<file path="src/rtl/run_seq_pkg.sv">
// Shared types and default constants for the run sequencer.
package run_seq_pkg;

  typedef enum logic [2:0] {
    IDLE,
    CLEAR,
    RUN,
    PAUSE,
    FINISH
  } state_e;

  localparam int unsigned D_DEF         = 12;
  localparam int unsigned DONE_ADDR_DEF = 340;
  localparam int unsigned CW_DEF        = 16;
  localparam logic [15:0] WD_LIMIT_DEF  = 16'hFFF0;

endpackage

</file>
<file path="src/rtl/sat_counter.sv">
// Saturating up-counter with synchronous clear and count enable.
module sat_counter #(
  parameter int unsigned W = 16
) (
  input  logic         clk,
  input  logic         reset,
  input  logic         clr,
  input  logic         en,
  output logic [W-1:0] cnt
);

  logic [W-1:0] cnt_q;
  logic [W-1:0] cnt_d;

  always_comb begin
    cnt_d = cnt_q;
    if (clr) begin
      cnt_d = '0;
    end else if (en && (cnt_q != {W{1'b1}})) begin
      cnt_d = cnt_q + W'(1);
    end
  end

  always_ff @(posedge clk) begin
    if (reset) begin
      cnt_q <= '0;
    end else begin
      cnt_q <= cnt_d;
    end
  end

  assign cnt = cnt_q;

endmodule

</file>
<file path="src/rtl/run_sequencer.sv">
// Run controller for the single-cycle core: reset, gated advance, completion handshake.
// Optional watchdog compiled in with `define RUN_SEQ_WATCHDOG_EN.
module run_sequencer
  import run_seq_pkg::*;
#(
  parameter int unsigned          D         = D_DEF,
  parameter logic [D-1:0]         DONE_ADDR = D'(DONE_ADDR_DEF),
  parameter int unsigned          CW        = CW_DEF,
  parameter logic [CW-1:0]        WD_LIMIT  = CW'(WD_LIMIT_DEF)
) (
  input  logic          clk,
  input  logic          reset,
  input  logic          req,
  input  logic          step_mode,
  input  logic          step,
  input  logic [D-1:0]  prog_ctr,
  output logic          core_rst,
  output logic          core_en,
  output logic          busy,
  output logic          ack,
  output logic          done,
  output logic          timeout,
  output logic [CW-1:0] cycle_cnt
);

  state_e state_q, state_d;
  logic   busy_q, busy_d;
  logic   ack_q, ack_d;
  logic   done_q, done_d;
  logic   timeout_q, timeout_d;
  logic   pause_first_q, pause_first_d;
  logic   at_done;
  logic   wd_hit;
  logic   cnt_clr;
  logic [CW-1:0] cnt;

  assign at_done = (prog_ctr == DONE_ADDR);
  assign cnt_clr = (state_q == CLEAR);

`ifdef RUN_SEQ_WATCHDOG_EN
  // Advance is also withheld once the limit is hit so the count stops exactly there.
  assign wd_hit = (cnt >= WD_LIMIT);
`else
  logic unused_wd_limit;
  assign unused_wd_limit = ^WD_LIMIT;
  assign wd_hit = 1'b0;
`endif

  always_comb begin
    state_d   = state_q;
    done_d    = done_q;
    timeout_d = timeout_q;
    core_en   = 1'b0;
    case (state_q)
      IDLE: begin
        if (req) state_d = CLEAR;
      end
      CLEAR: begin
        done_d    = 1'b0;
        timeout_d = 1'b0;
        state_d   = step_mode ? PAUSE : RUN;
      end
      RUN: begin
        core_en = !at_done && !wd_hit;
        if (at_done) begin
          state_d = FINISH;
          done_d  = 1'b1;
        end else if (wd_hit) begin
          state_d   = FINISH;
          timeout_d = 1'b1;
        end else if (step_mode) begin
          state_d = PAUSE;
        end
      end
      PAUSE: begin
        // A step arriving in the very cycle PAUSE is entered does not advance the core.
        core_en = step && !pause_first_q && !at_done && !wd_hit;
        if (at_done) begin
          state_d = FINISH;
          done_d  = 1'b1;
        end else if (wd_hit) begin
          state_d   = FINISH;
          timeout_d = 1'b1;
        end else if (!step_mode) begin
          state_d = RUN;
        end
      end
      FINISH: begin
        if (!req) state_d = IDLE;
      end
      default: begin
        state_d = IDLE;
      end
    endcase
    busy_d        = (state_d == CLEAR) || (state_d == RUN) || (state_d == PAUSE);
    ack_d         = (state_d == FINISH);
    pause_first_d = (state_d == PAUSE) && (state_q != PAUSE);
  end

  always_ff @(posedge clk) begin
    if (reset) begin
      state_q       <= IDLE;
      busy_q        <= 1'b0;
      ack_q         <= 1'b0;
      done_q        <= 1'b0;
      timeout_q     <= 1'b0;
      pause_first_q <= 1'b0;
    end else begin
      state_q       <= state_d;
      busy_q        <= busy_d;
      ack_q         <= ack_d;
      done_q        <= done_d;
      timeout_q     <= timeout_d;
      pause_first_q <= pause_first_d;
    end
  end

  sat_counter #(
    .W (CW)
  ) u_cycle_cnt (
    .clk   (clk),
    .reset (reset),
    .clr   (cnt_clr),
    .en    (core_en),
    .cnt   (cnt)
  );

  assign core_rst  = reset || (state_q == CLEAR);
  assign busy      = busy_q;
  assign ack       = ack_q;
  assign done      = done_q;
  assign timeout   = timeout_q;
  assign cycle_cnt = cnt;

endmodule
</file>
<file path="config.mk">
export PLATFORM = sky130hd
export DESIGN_NAME = run_sequencer
export DESIGN_NICKNAME = d
export VERILOG_FILES = /design/src/rtl/run_seq_pkg.sv /design/src/rtl/sat_counter.sv /design/src/rtl/run_sequencer.sv
export SDC_FILE = /design/constraint.sdc
export NUM_CORES = 1
export LEC_CHECK = 0
export ABC_AREA = 1
export BUFFER_PORTS_ARGS = -buffer_cell sky130_fd_sc_hd__buf_4
export CORE_UTILIZATION = 54
export CTS_CLUSTER_DIAMETER = 200
export DETAILED_ROUTE_END_ITERATION = 10
export GPL_TIMING_DRIVEN = 0
export PLACE_DENSITY_LB_ADDON = 0.3
export SYNTH_ARGS = -nofsm -noshare
export SYNTH_HDL_FRONTEND = slang
export SYNTH_HIERARCHICAL = 1
export SYNTH_SLANG_ARGS = --single-unit
</file>
<file path="constraint.sdc">
create_clock -name clk -period 2.27 [get_ports clk]
set_input_delay 0 -clock clk [delete_from_list [all_inputs] [get_ports clk]]
set_output_delay 0 -clock clk [all_outputs]
set_load 0.05 [all_outputs]
</file>
Word-level counts from Yosys, hierarchy flattened
Cells that the tools add are included.

word-level totals
  register bits after elaboration = 23
  output and inout bits = 22
  logic and storage cells = 44

cells by class
  add/sub/neg operators = 1
  eq/ne operators = 12
  multiplexer cells = 11
  reduce and logical (&&, ||, !) cells = 14

operators with widths
  cell                                                   number
  two-way mux 3 bit                                      6
  adder 16 x 1 -> 16 bit, second input constant          1
  inequality test 16 bit, second input constant          1
  case mux 3 bit (5 select lines)                        1
  equality test 12 x 9 -> 1 bit, second input constant   1
  equality test 3 x 2 -> 1 bit, second input constant    4
  equality test 3 x 1 -> 1 bit, second input constant    2
  equality test 3 bit, second input constant             2
  logical AND 1 bit                                      4
  case mux 1 bit (2 select lines)                        2
  OR reduction 2 bit                                     2
  zero test 3 bit                                        1
  logical OR 1 bit                                       3
  inequality test 3 x 2 -> 1 bit, second input constant  1
  zero test 1 bit                                        2
  two-way mux 1 bit                                      2
  inequality test 2 x 1 -> 1 bit, second input constant  1
  AND reduction 2 bit                                    1
  nonzero test 2 bit                                     1

Longest topological paths before layout
Gate-level depths: netlist (run 1).

  depth in word-level cells = 6
  gate-level depth with buffers = 13

Cells and area by module
The synthesis (run 1) kept the hierarchy.

by module, submodules not included
  module         times used  cells each  area an instance (µm²)  seq. area each (µm²)
  sat_counter    1           156         1,004.7                 320.3
  run_sequencer  1           72          439.2                   140.1

Worst setup path before layout (run 1)
No wires, ideal clock.

  path type = register to register
  start = register state_q[1]
  end = register u_cycle_cnt.cnt_q[14] (netlist: u_cycle_cnt/cnt[14])
  library setup time = 0.117 ns
  data arrival time = 1.678 ns
  required time = 2.153 ns
  path slack = 0.475 ns
  cell stages (with the launch flop) = 12
  path buffers = 0
  period minus slack after synthesis = 1.795 ns
  cell sequence = dfxtp_1 > nand2_1 > a21oi_1 > nand2_1 > inv_1 > inv_2 > nor2_1 > nand2_1 > nor2_1 > nand3_1 > nand2_1 > nor2_1

on the way
  cells in the longest elaborated chain, start to end = 3
  elaborated cells between the ends (all ways) = 6
  those cells by class = 3 x eq/ne; 1 x mux; 2 x reduce/logical

RTL lines
  item                                 line                  source
  start: declaration                   run_sequencer.sv:26   state_e state_q, state_d;
  start signal: assignment             run_sequencer.sv:109  state_q <= state_d;
  equality test 3 x 2 -> 1 bit         run_sequencer.sv:54   case (state_q)
  case mux 1 bit (2 select lines) (*)  run_sequencer.sv:54
  named net core_en                    run_sequencer.sv:18   output logic core_en,
  logical AND 1 bit (*)                sat_counter.sv:19     end else if (en && (cnt_q != {W{1'b1}})) begin
  end signal: assignment               sat_counter.sv:28     cnt_q <= cnt_d;
  end: declaration                     sat_counter.sv:12     logic [W-1:0] cnt_q;

The timed path passes the listed nets; every way through them passes the cells marked *.
A chain may end at the register's enable or synchronous reset.

Worst setup path in the final report (run 1)
  start = register state_q[1]
  end = register u_cycle_cnt.cnt_q[14] (netlist: u_cycle_cnt/cnt[14])

on the way
  cells in the longest elaborated chain, start to end = 3
  elaborated cells between the ends (all ways) = 6
  those cells by class = 3 x eq/ne; 1 x mux; 2 x reduce/logical

RTL lines
  item                             line
  equality test 3 x 2 -> 1 bit     run_sequencer.sv:54
  case mux 1 bit (2 select lines)  run_sequencer.sv:54
  logical AND 1 bit                sat_counter.sv:19

Parallel ways exist; a longest one is shown, timed or not.

==> summary.md, run 1 <==
| Metric | Value |
|---|---|
| Setup_tns | 0 ps |
| Mapped Nets | ~250 |
| First-pass GRT wire length | between 5 and 6 mm |
| Worst setup EP type | register |
| Critical path's largest stage delay | ~400 ps |
| Initial Util | 0.578 |
| DRT iter0 DRCs | 35 |
| Total power | 0.791 mW |
| Worst flop-to-flop path endpoint | u_cycle_cnt/cnt[14]$_SDFFE_PP0P_ |
| Slew Limit Fails | 0 |
| Total track usage | 0.241 |
| PwrDens | between 400 and 500 mW/mm2 |
| H-Tree Depth | 1 |
| Synthesis-stage register bit count | 23 |
| Register area share after synthesis | 0.319 |
| Dpl ws | roughly 500 ps |
| Final min period | between 1500 and 2000 ps |
| Min-delay src | req |
| Status | finished, final reports clean |
| Synth Warn # | 6 |
| CP Cell Sequence | nand2_1 > a21oi_1 > nand2_1 > inv_1 > inv_2 > nor2_1 > nand2_1 > nor2_1 > nand3_1 > nand2_1 > nor2_1 |
| Reg clk slew, reported paths | ~120 ps |
| Post-detail-place hpwl | 2.33 mm |
| Share of cells above drive strength 1 | 0.251 |
| Min-delay worst type | in -> reg |
| Post-CTS Setup Repair Bufs | 0 |
| Hold Violations, Final | 0 |
| Die Y | 53.7 um |
| Count of cell types in the netlist | 26 |
| Fraction of the cycle the final worst path needs | 0.821 |
| CP delay by family, top | simple AND/OR/NAND/NOR gates |
| Worst EP required | roughly 2500 ps |
| CTS resizes | 0 |
| R2r startpoint | state_q[1]$_SDFF_PP0_ |
| Clock Latency Late Sink | approximately 300 ps |
| Reg2Reg Depth | 11 |
| CP max stage cell | dfxtp_1 |
| Top layer in use | met4 |
| Max Fclk | about 540 MHz |
| Least-Margin Pin Slew | between 500 and 600 ps |
| Skew final | 1.87 ps |
| Max VDD drop | about 0.43 mV |
| Worst EP arrival | ~2100 ps |
| Gate Count Post-Synth | roughly 230 |
| Hold depth | 5 |
| 1st-pass router iterations | 4 |
| CTS Buf Count | 3 |
| Final nets | 290 |
| Headroom to the max-slew limit | 0.620 |
| Port Buffers | 37 |
| Met3 Wirelength | 111 um |
| Worst Path Max Fanout | 6 |
| R2R setup slack | 410 ps |
| Area of the multi-input gates | between 800 and 900 um2 |
| DRC viols | 0 |
| Metal2 WL | 1.42 mm |
| Die X | about 54 um |
| Root buf cell | clkbuf_4 |
| Max-Cap Viols | 0 |
| CTS Hold Bufs | 2 |
| Post-synth EDFFs | 0 |
| Wirelength per Cell | just over 10 um |
| CTS tree | built |
| # IOs | 39 |
| CP Launch Type | register |
| Vias per cell | between 4 and 5 |
| Final setup fails | 0 |
| DIE AREA | between 0.002 and 0.003 mm2 |
| Core Area | 0.00250 mm2 |
| Crit-path most repeated cell | nand2_1 |
| # diodes | 0 |
| WHS Endpoint | busy$_SDFF_PP0_ |
| Wire length on met1 | between 1 and 1.5 mm |
| Area Overhead vs Synth | 25.0% |
| Vias post-DR | approximately 1500 |
| Remaining antenna violation count | 0 |
| Largest net degree at the start of global routing | 13 |
| Rows | 18 |
| Number of global-route vias before repair | between 1000 and 1500 |
| Final core utilization | 0.722 |
| RSZ-0062 raised after global routing | no |
| Most frequent cells in the layout | 63 x nand2_1, 45 x nor2_1, 38 x buf_4 |
| Antenna violations before repair | 0 |
| Asr flop ratio synth | 0 |
| Total Wirelength | ~3.1 mm |
| Fillcell total | between 200 and 250 |
| GP Congestion | between 0.8 and 0.9 |
| Final WS setup | approximately 410 ps |
| Commonest non-fill, non-tap cell in the layout | nand2_1 |
| Clock Path Buffers | 2 |
| Most used flip-flop cell after synthesis | dfxtp_1 |
| Register Area | around 460 um2 |
| Crit Path Category | reg -> reg |
| CP Buf/Inv Count | 2 |
| Syn_area_per_cell | ~6.3 um2 |
| Grt ovf | 0 |
| Synth Cell Area | ~0.0014 mm2 |
| Clock Sinks | 23 |
| Static Leak | 0.901 nW |
==> worst max-delay path by stage <==
stage | start | endpoint | slack, ps | cells after the start
after floorplan | state_q[1]$_SDFF_PP0_ | u_cycle_cnt/cnt[14]$_SDFFE_PP0P_ | 470 | 11
after global placement | state_q[1]$_SDFF_PP0_ | u_cycle_cnt/cnt[14]$_SDFFE_PP0P_ | 500 | 11
after detailed placement | state_q[1]$_SDFF_PP0_ | u_cycle_cnt/cnt[14]$_SDFFE_PP0P_ | 500 | 11
after CTS | state_q[1]$_SDFF_PP0_ | u_cycle_cnt/cnt[14]$_SDFFE_PP0P_ | 470 | 11
after global routing | state_q[1]$_SDFF_PP0_ | u_cycle_cnt/cnt[14]$_SDFFE_PP0P_ | 310 | 11
final | state_q[1]$_SDFF_PP0_ | u_cycle_cnt/cnt[14]$_SDFFE_PP0P_ | 410 | 11
==> power by group <==
group          leakage [nW]  total (mW)  switching, mW  internal, mW
registers             0.186       0.427         0.0109         0.416
logic                 0.700       0.181          0.113        0.0686
clock network        0.0150       0.183          0.115        0.0686
==> kinds of logic after synthesis <==
logic type,synth area share
DFF,0.319
AOI/OAI and AO/OA,0.0563
other,0.00260
adders and majority gates,0.00866
and+or+nand+nor,0.507
buffers and inverters,0.107
==> worst register-to-register path: stages, from the launching register on <==
cell and delay (ps):
dfxtp_1 410, nand2_1 110, a21oi_1 140, nand2_1 70, inv_1 180, inv_2 90, nor2_1 250, nand2_1 130
nor2_1 180, nand3_1 100, nand2_1 70, nor2_1 40
==> flip-flops by register name (all words and copies together) (netlist names) <==
name / cells
u_cycle_cnt/cnt: 16
state_q: 3
done: 1
ack: 1
busy: 1
pause_first_q: 1
==> synth_stat cells (2+ instances only) <==
| library cell | count | share of area |
|---|---|---|
| inv_2 | 2 | 0.0052 |
| o21ai_0 | 3 | 0.010 |
| nand2_1 | 63 | 0.16 |
| a21oi_1 | 11 | 0.038 |
| inv_1 | 31 | 0.081 |
| nor2_1 | 45 | 0.12 |
| nand2_4 | 2 | 0.016 |
| nand4_1 | 2 | 0.0087 |
| nor2_2 | 9 | 0.039 |
| buf_6 | 2 | 0.016 |
| nor2_4 | 4 | 0.031 |
| nand3_1 | 18 | 0.062 |
| dfxtp_1 | 23 | 0.32 |
==> layer usage <==
| metal | vias up | track usage |
|---|---|---|
| li1 | 786 | - |
| met1 | 662 | 0.298 |
| met2 | 38 | 0.403 |
| met3 | 6 | 0.0367 |
| met4 | 0 | 0.114 |
| met5 | - | 0 |
==> area by class of cell <==
| type | instances | share of cell area |
|---|---|---|
| repair buffers | 39 | 0.165 |
| well taps | 30 | 0.0208 |
| inverters | 33 | 0.0686 |
| multi-input cells | 169 | 0.459 |
| plain buffers | 3 | 0.0166 |
| flip-flops and latches | 23 | 0.255 |
| clock buffers | 4 | 0.0146 |
==> through the flow <==
step | hold WS [ps] | std cells | cell area [um2]
floorplan | 69.1 | 228 | 1440
global placement | 213 | 295 | 1760
detailed placement | 220 | 295 | 1760
CTS | 44.4 | 301 | 1810
global route | 115 | 301 | 1810
finish | 114 | 301 | 1810
Note: power is estimated with default switching activity, not from simulation.
==> inputs of run 2 (changes only) <==
Settings changed: CORE_UTILIZATION 54 to 52.
Clock period 2.27 ns to 1.9 ns, I/O delays scaled along.
==> run 2 against run 1 <==
  * Utilization is 1.2 points lower
  * Clock skew is 1.4 ps higher
  * Sequential cell count stayed put
  * Cell count stayed put
  * Global-route usage is 1.0 points lower
  * Die area is 3.7% higher
  * Cell area is 0.14% higher
  * Sequential power is 19% higher
  * Worst hold slack worse by 48 ps
  * Power is 20% higher
  * Critical path type unchanged
==> summary.md, run 2 (synthesis results as in run 1) <==
| Metric | Value |
|---|---|
| Skew final | ~3.2 ps |
| Commonest non-fill, non-tap cell in the layout | nand2_1 |
| # IOs | 39 |
| R2r startpoint | state_q[1]$_SDFF_PP0_ |
| Hold Violations, Final | 0 |
| Vias per cell | ~4.9 |
| CP Launch Type | register |
| Port Buffers | 37 |
| Clock Path Buffers | 2 |
| Root buf cell | clkbuf_4 |
| Static Leak | roughly 0.90 nW |
| 1st-pass router iterations | 4 |
| Final min period | ~1700 ps |
| Vias post-DR | 1461 |
| Grt ovf | 0 |
| Setup_tns | 0 ps |
| Remaining antenna violation count | 0 |
| RSZ-0062 raised after global routing | no |
| NetSw | 0.291 mW |
| Final core utilization | 0.710 |
| Logic pwr share | 0.226 |
| Post-detail-place hpwl | 2.27 mm |
| GP Congestion | about 0.95 |
| Fraction of the cycle the final worst path needs | 0.870 |
| Largest net degree at the start of global routing | 13 |
| Internal cell power | between 0.6 and 0.7 mW |
| Power share of the clock group | 0.239 |
| Reg2Reg Depth | 11 |
| Number of flip-flops in the largest register | 16 |
| R2R setup slack | between 200 and 250 ps |
| # diodes | 0 |
| First-pass GRT wire length | about 5.0 mm |
| Total Wirelength | between 2 and 3 mm |
| PwrDens | between 500 and 600 mW/mm2 |
| Slew Limit Fails | 0 |
| CTS tree | built |
| Net switching fraction of the power | 0.305 |
| Worst flop-to-flop path endpoint | u_cycle_cnt/cnt[14]$_SDFFE_PP0P_ |
| Clock Latency Late Sink | approximately 310 ps |
| Reg clk slew, reported paths | ~120 ps |
| Total track usage | 0.230 |
| Crit Path Category | reg -> reg |
| Max-Cap Viols | 0 |
| Clock Sinks | 23 |
| Die X | 54.7 um |
| Wirelength per Cell | 9.68 um |
| Worst setup EP type | register |
| Max Fclk | a little over 600 MHz |
| H-Tree Depth | 1 |
| Status | finished, final reports clean |
| Sequential power share | 0.535 |
| DRT iter0 DRCs | 40 |
| Min-delay worst type | in -> reg |
| Number of global-route vias before repair | 1242 |
| Core Area | roughly 0.0025 mm2 |
| Critical Path Start | state_q[1]$_SDFF_PP0_ |
| CTS Buf Count | 3 |
| Initial Util | 0.567 |
| Share of cells above drive strength 1 | 0.258 |
| Area Overhead vs Synth | 25.2% |
| DRC viols | 0 |
| Final setup fails | 0 |
| Final nets | just under 300 |
| Die Y | around 55 um |
| Worst EP required | ~2100 ps |
| Most frequent cells in the layout | 63 x nand2_1, 44 x nor2_1, 38 x buf_4 |
| Worst EP arrival | roughly 1900 ps |
| Rows | 18 |
| Antenna violations before repair | 0 |
| DIE AREA | around 0.003 mm2 |
| CP endpoint | u_cycle_cnt/cnt[14]$_SDFFE_PP0P_ |
| Max VDD drop | 0.606 mV |
| Worst Path Max Fanout | 6 |
| Post-CTS Setup Repair Bufs | 0 |
-- run 2: cell count changes in the layout (fill, tap and decap cells not counted) --
cell / delta
inv_1: -1
inv_2: +1
nor2_2: +1
nor2_1: -1
-- run 2: power by group through the flow --
stage                     sequential (mW)  combinational (mW)  clock [mW]
final                               0.510               0.215       0.227
after floorplan                     0.545               0.118           0
after global placement              0.520               0.206           0
after global routing                0.513               0.238       0.256
after CTS                           0.510               0.214       0.239
after detailed placement            0.520               0.209           0
-- run 2: how the worst min path moves through the flow --
stage                from                        to  slack (ps)  cells past startpoint
floorplan           reset  pause_first_q$_SDFF_PP0_          70                      1
global placement    reset     state_q[1]$_SDFF_PP0_         220                      2
detailed placement  reset  pause_first_q$_SDFF_PP0_         220                      2
CTS                   req     state_q[2]$_SDFF_PP0_          50                      5
global route          req     state_q[2]$_SDFF_PP0_          80                      5
finish                req     state_q[2]$_SDFF_PP0_          70                      5
-- run 2: critical path, cell delays in order, from the launching register on --
cell and delay [ps]:
dfxtp_1 420, nand2_1 120, a21oi_1 140, nand2_1 80, inv_2 120, inv_2 90, nor2_2 170, nand2_1 100
nor2_1 140, nand3_1 90, nand2_1 60, nor2_1 30
-- run 2: what timing repair did --
item,in CTS,in global routing
hold endpoints to repair,4,0
setup endpoints to repair,0,6
gates resized for setup,0,2
hold buffers,2,0
-- run 2: routing by layer --
metal / global-route usage / wire length, um
met5: 0 / 0
met4: 0.0513 / 14
met3: 0.0583 / 151
met2: 0.384 / 1320
met1: 0.294 / 1430
-- run 2: layout make-up --
class,instances,area [um2]
Sequential cell,23,460
Timing Repair Buffer,39,298
Buffer,3,30.0
Clock buffer,4,26.3
Multi-Input combinational cell,169,832
Fill cell,242,737
Inverter,33,124
Tap cell,30,37.5
-- run 2: metrics by stage --
stage | setup WS, ps | power [mW] | hold slack [ps] | instances | instance area (um2)
after global routing | 56.4 | 1.01 | 76.5 | 301 | 1810
final | 247 | 0.952 | 66.7 | 301 | 1810
after detailed placement | 129 | 0.730 | 218 | 295 | 1760
after floorplan | 105 | 0.663 | 69.1 | 228 | 1440
after global placement | 140 | 0.726 | 216 | 295 | 1760
after CTS | 92.7 | 0.963 | 50.2 | 301 | 1810
==> inputs of run 3 (changes only) <==
Settings changed: CORE_MARGIN set to 5.
==> run 3 against run 2 <==
  * Setup slack got worse by 9.6 ps
  * First-iteration DRC count rose by 68%
  * Die area rose by 31%
  * Cell area rose by 0.14%
  * Worst hold slack got worse by 10 ps
  * Maximum frequency fell by 0.58%
  * Via count rose by 0.62%
  * Count of clock-buffer cells in the layout fell by 1
  * Utilization fell by 4.2 points
  * Sequential cell count did not move
  * Power barely moved
  * Clock skew rose by 3.0 ps
  * Critical endpoint unchanged
  * Largest power group unchanged
  * Highest routed layer unchanged
==> summary.md, run 3 (synthesis results as in run 1) <==
| Metric | Value |
|---|---|
| Rows | 19 |
| Slew Limit Fails | 0 |
| Root buf cell | clkbuf_4 |
| Final setup fails | 0 |
| Headroom to the max-slew limit | 0.602 |
| Port Buffers | 37 |
| Fraction of the cycle the final worst path needs | 0.875 |
| Min-delay worst type | in -> reg |
| GP Congestion | approximately 0.89 |
| Number of global-route vias before repair | ~1300 |
| Initial Util | 0.533 |
| 1st-pass router iterations | 4 |
| Total power | around 0.95 mW |
| NetSw | 0.295 mW |
| Core Area | 0.00271 mm2 |
| Design Area, Final | roughly 0.0018 mm2 |
| Power share of the clock group | 0.238 |
| Worst setup EP type | register |
| Logic pwr share | 0.227 |
| Number of flip-flops in the largest register | 16 |
| PwrDens | roughly 530 mW/mm2 |
| Least-Margin Pin Slew | a little under 600 ps |
| Status | finished, final reports clean |
| Static Leak | around 0.90 nW |
| Total Wirelength | 3.14 mm |
| Max Fclk | approximately 600 MHz |
| Post-detail-place hpwl | 2.51 mm |
| Total track usage | 0.170 |
| Worst EP arrival | ~1900 ps |
| Area Overhead vs Synth | 25.4% |
| CP delay by family, top | simple AND/OR/NAND/NOR gates |
| CP Buf/Inv Count | 2 |
| CTS Buf Count | 3 |
| CTS tree | built |
| Setup_tns | 0 ps |
| Grt ovf | 0 |
| # diodes | 0 |
| Sequential power share | 0.534 |
| Crit-path most repeated cell | nand2_1 |
| Clock Latency Late Sink | 310 ps |
| Vias per cell | a little under 5 |
| Post-CTS Setup Repair Bufs | 0 |
| Net switching fraction of the power | 0.309 |
| Largest net degree at the start of global routing | 14 |
| Clock Path Buffers | 2 |
| Crit Path Category | reg -> reg |
| Final min period | between 1500 and 2000 ps |
| Worst Path Max Fanout | 6 |
| Die Y | about 63 um |
| DRC viols | 0 |
| Remaining antenna violation count | 0 |
| Clock Sinks | 23 |
| Final Hold Slack | 56.3 ps |
| H-Tree Depth | 1 |
| Skew final | around 6.2 ps |
| DRT iter0 DRCs | between 60 and 70 |
| Share of cells above drive strength 1 | 0.262 |
| Wirelength per Cell | 10.4 um |
| CP max stage cell | dfxtp_1 |
| CP Cell Sequence | nand2_1 > a21oi_1 > nand2_1 > inv_2 > inv_2 > nor2_2 > nand2_1 > nor2_1 > nand3_1 > nand2_1 > nor2_1 |
| Die X | 62.7 um |
| Reg clk slew, reported paths | between 100 and 150 ps |
| Final nets | between 200 and 300 |
| Final core utilization | 0.668 |
| RSZ-0062 raised after global routing | no |
| CP Launch Type | register |
| Antenna violations before repair | 0 |
| Vias post-DR | about 1500 |
| First-pass GRT wire length | 5.62 mm |
| Worst EP required | 2110 ps |
| Internal cell power | 0.658 mW |
| Critical path's largest stage delay | 420 ps |
| DIE AREA | around 0.0039 mm2 |
| Max VDD drop | between 0.3 and 0.4 mV |
| Hold Violations, Final | 0 |
| Max-Cap Viols | 0 |
| Most frequent cells in the layout | 63 x nand2_1, 44 x nor2_1, 38 x buf_4 |
| # IOs | 39 |
| Commonest non-fill, non-tap cell in the layout | nand2_1 |
| Instance area after placement | 0.00176 mm2 |
[run 3: cell type report]
class / instances / area, um2
clock inverters: 1 / 5.00
fillers: 261 / 900
well taps: 31 / 38.8
multi-input cells: 169 / 832
inverters: 33 / 124
plain buffers: 3 / 30.0
flip-flops and latches: 23 / 460
repair buffers: 39 / 298
clock buffers: 3 / 22.5
[run 3: worst min-delay path: cells and delay by family]
family | cells | cell delay [ps]
buffers and inverters | 2 | 140
and+or+nand+nor | 3 | 210
[run 3: layer usage]
metal | up-vias | track usage | part of all wire
met3 | 10 | 0.0324 | 0.059
met5 | - | 0 | 0
met1 | 637 | 0.228 | 0.45
met4 | 0 | 0.0743 | 0.026
met2 | 41 | 0.264 | 0.47
li1 | 782 | - | -
[run 3: what timing repair did]
action                                 in CTS  in global routing
hold buffers                                2                  0
setup endpoints to repair                   0                  5
gates resized for setup                     0                  2
endpoints found under the hold margin       4                  0
[run 3: final timing paths]
kind / to / cells past startpoint / slack [ps] / startpoint
min: state_q[2]$_SDFF_PP0_ / 5 / 60 / req
max: u_cycle_cnt/cnt[14]$_SDFFE_PP0P_ / 11 / 240 / state_q[1]$_SDFF_PP0_
max reg2reg: u_cycle_cnt/cnt[14]$_SDFFE_PP0P_ / 11 / 240 / state_q[1]$_SDFF_PP0_
min reg2reg: done$_SDFFE_PP0P_ / 2 / 510 / done$_SDFFE_PP0P_
[run 3: metrics by stage]
| step | setup WS, ps | cells |
|---|---|---|
| global route | 28.0 | 302 |
| detailed placement | 139 | 296 |
| finish | 238 | 302 |
| floorplan | 105 | 228 |
| CTS | 96.3 | 302 |
| global placement | 102 | 296 |
[run 3: power by group through the flow]
stage                     sequential [mW]  clock [mW]  combinational [mW]
after floorplan                     0.545           0               0.118
after global placement              0.520           0               0.208
after detailed placement            0.520           0               0.212
after CTS                           0.510       0.236               0.216
after global routing                0.513       0.268               0.241
final                               0.509       0.227               0.217
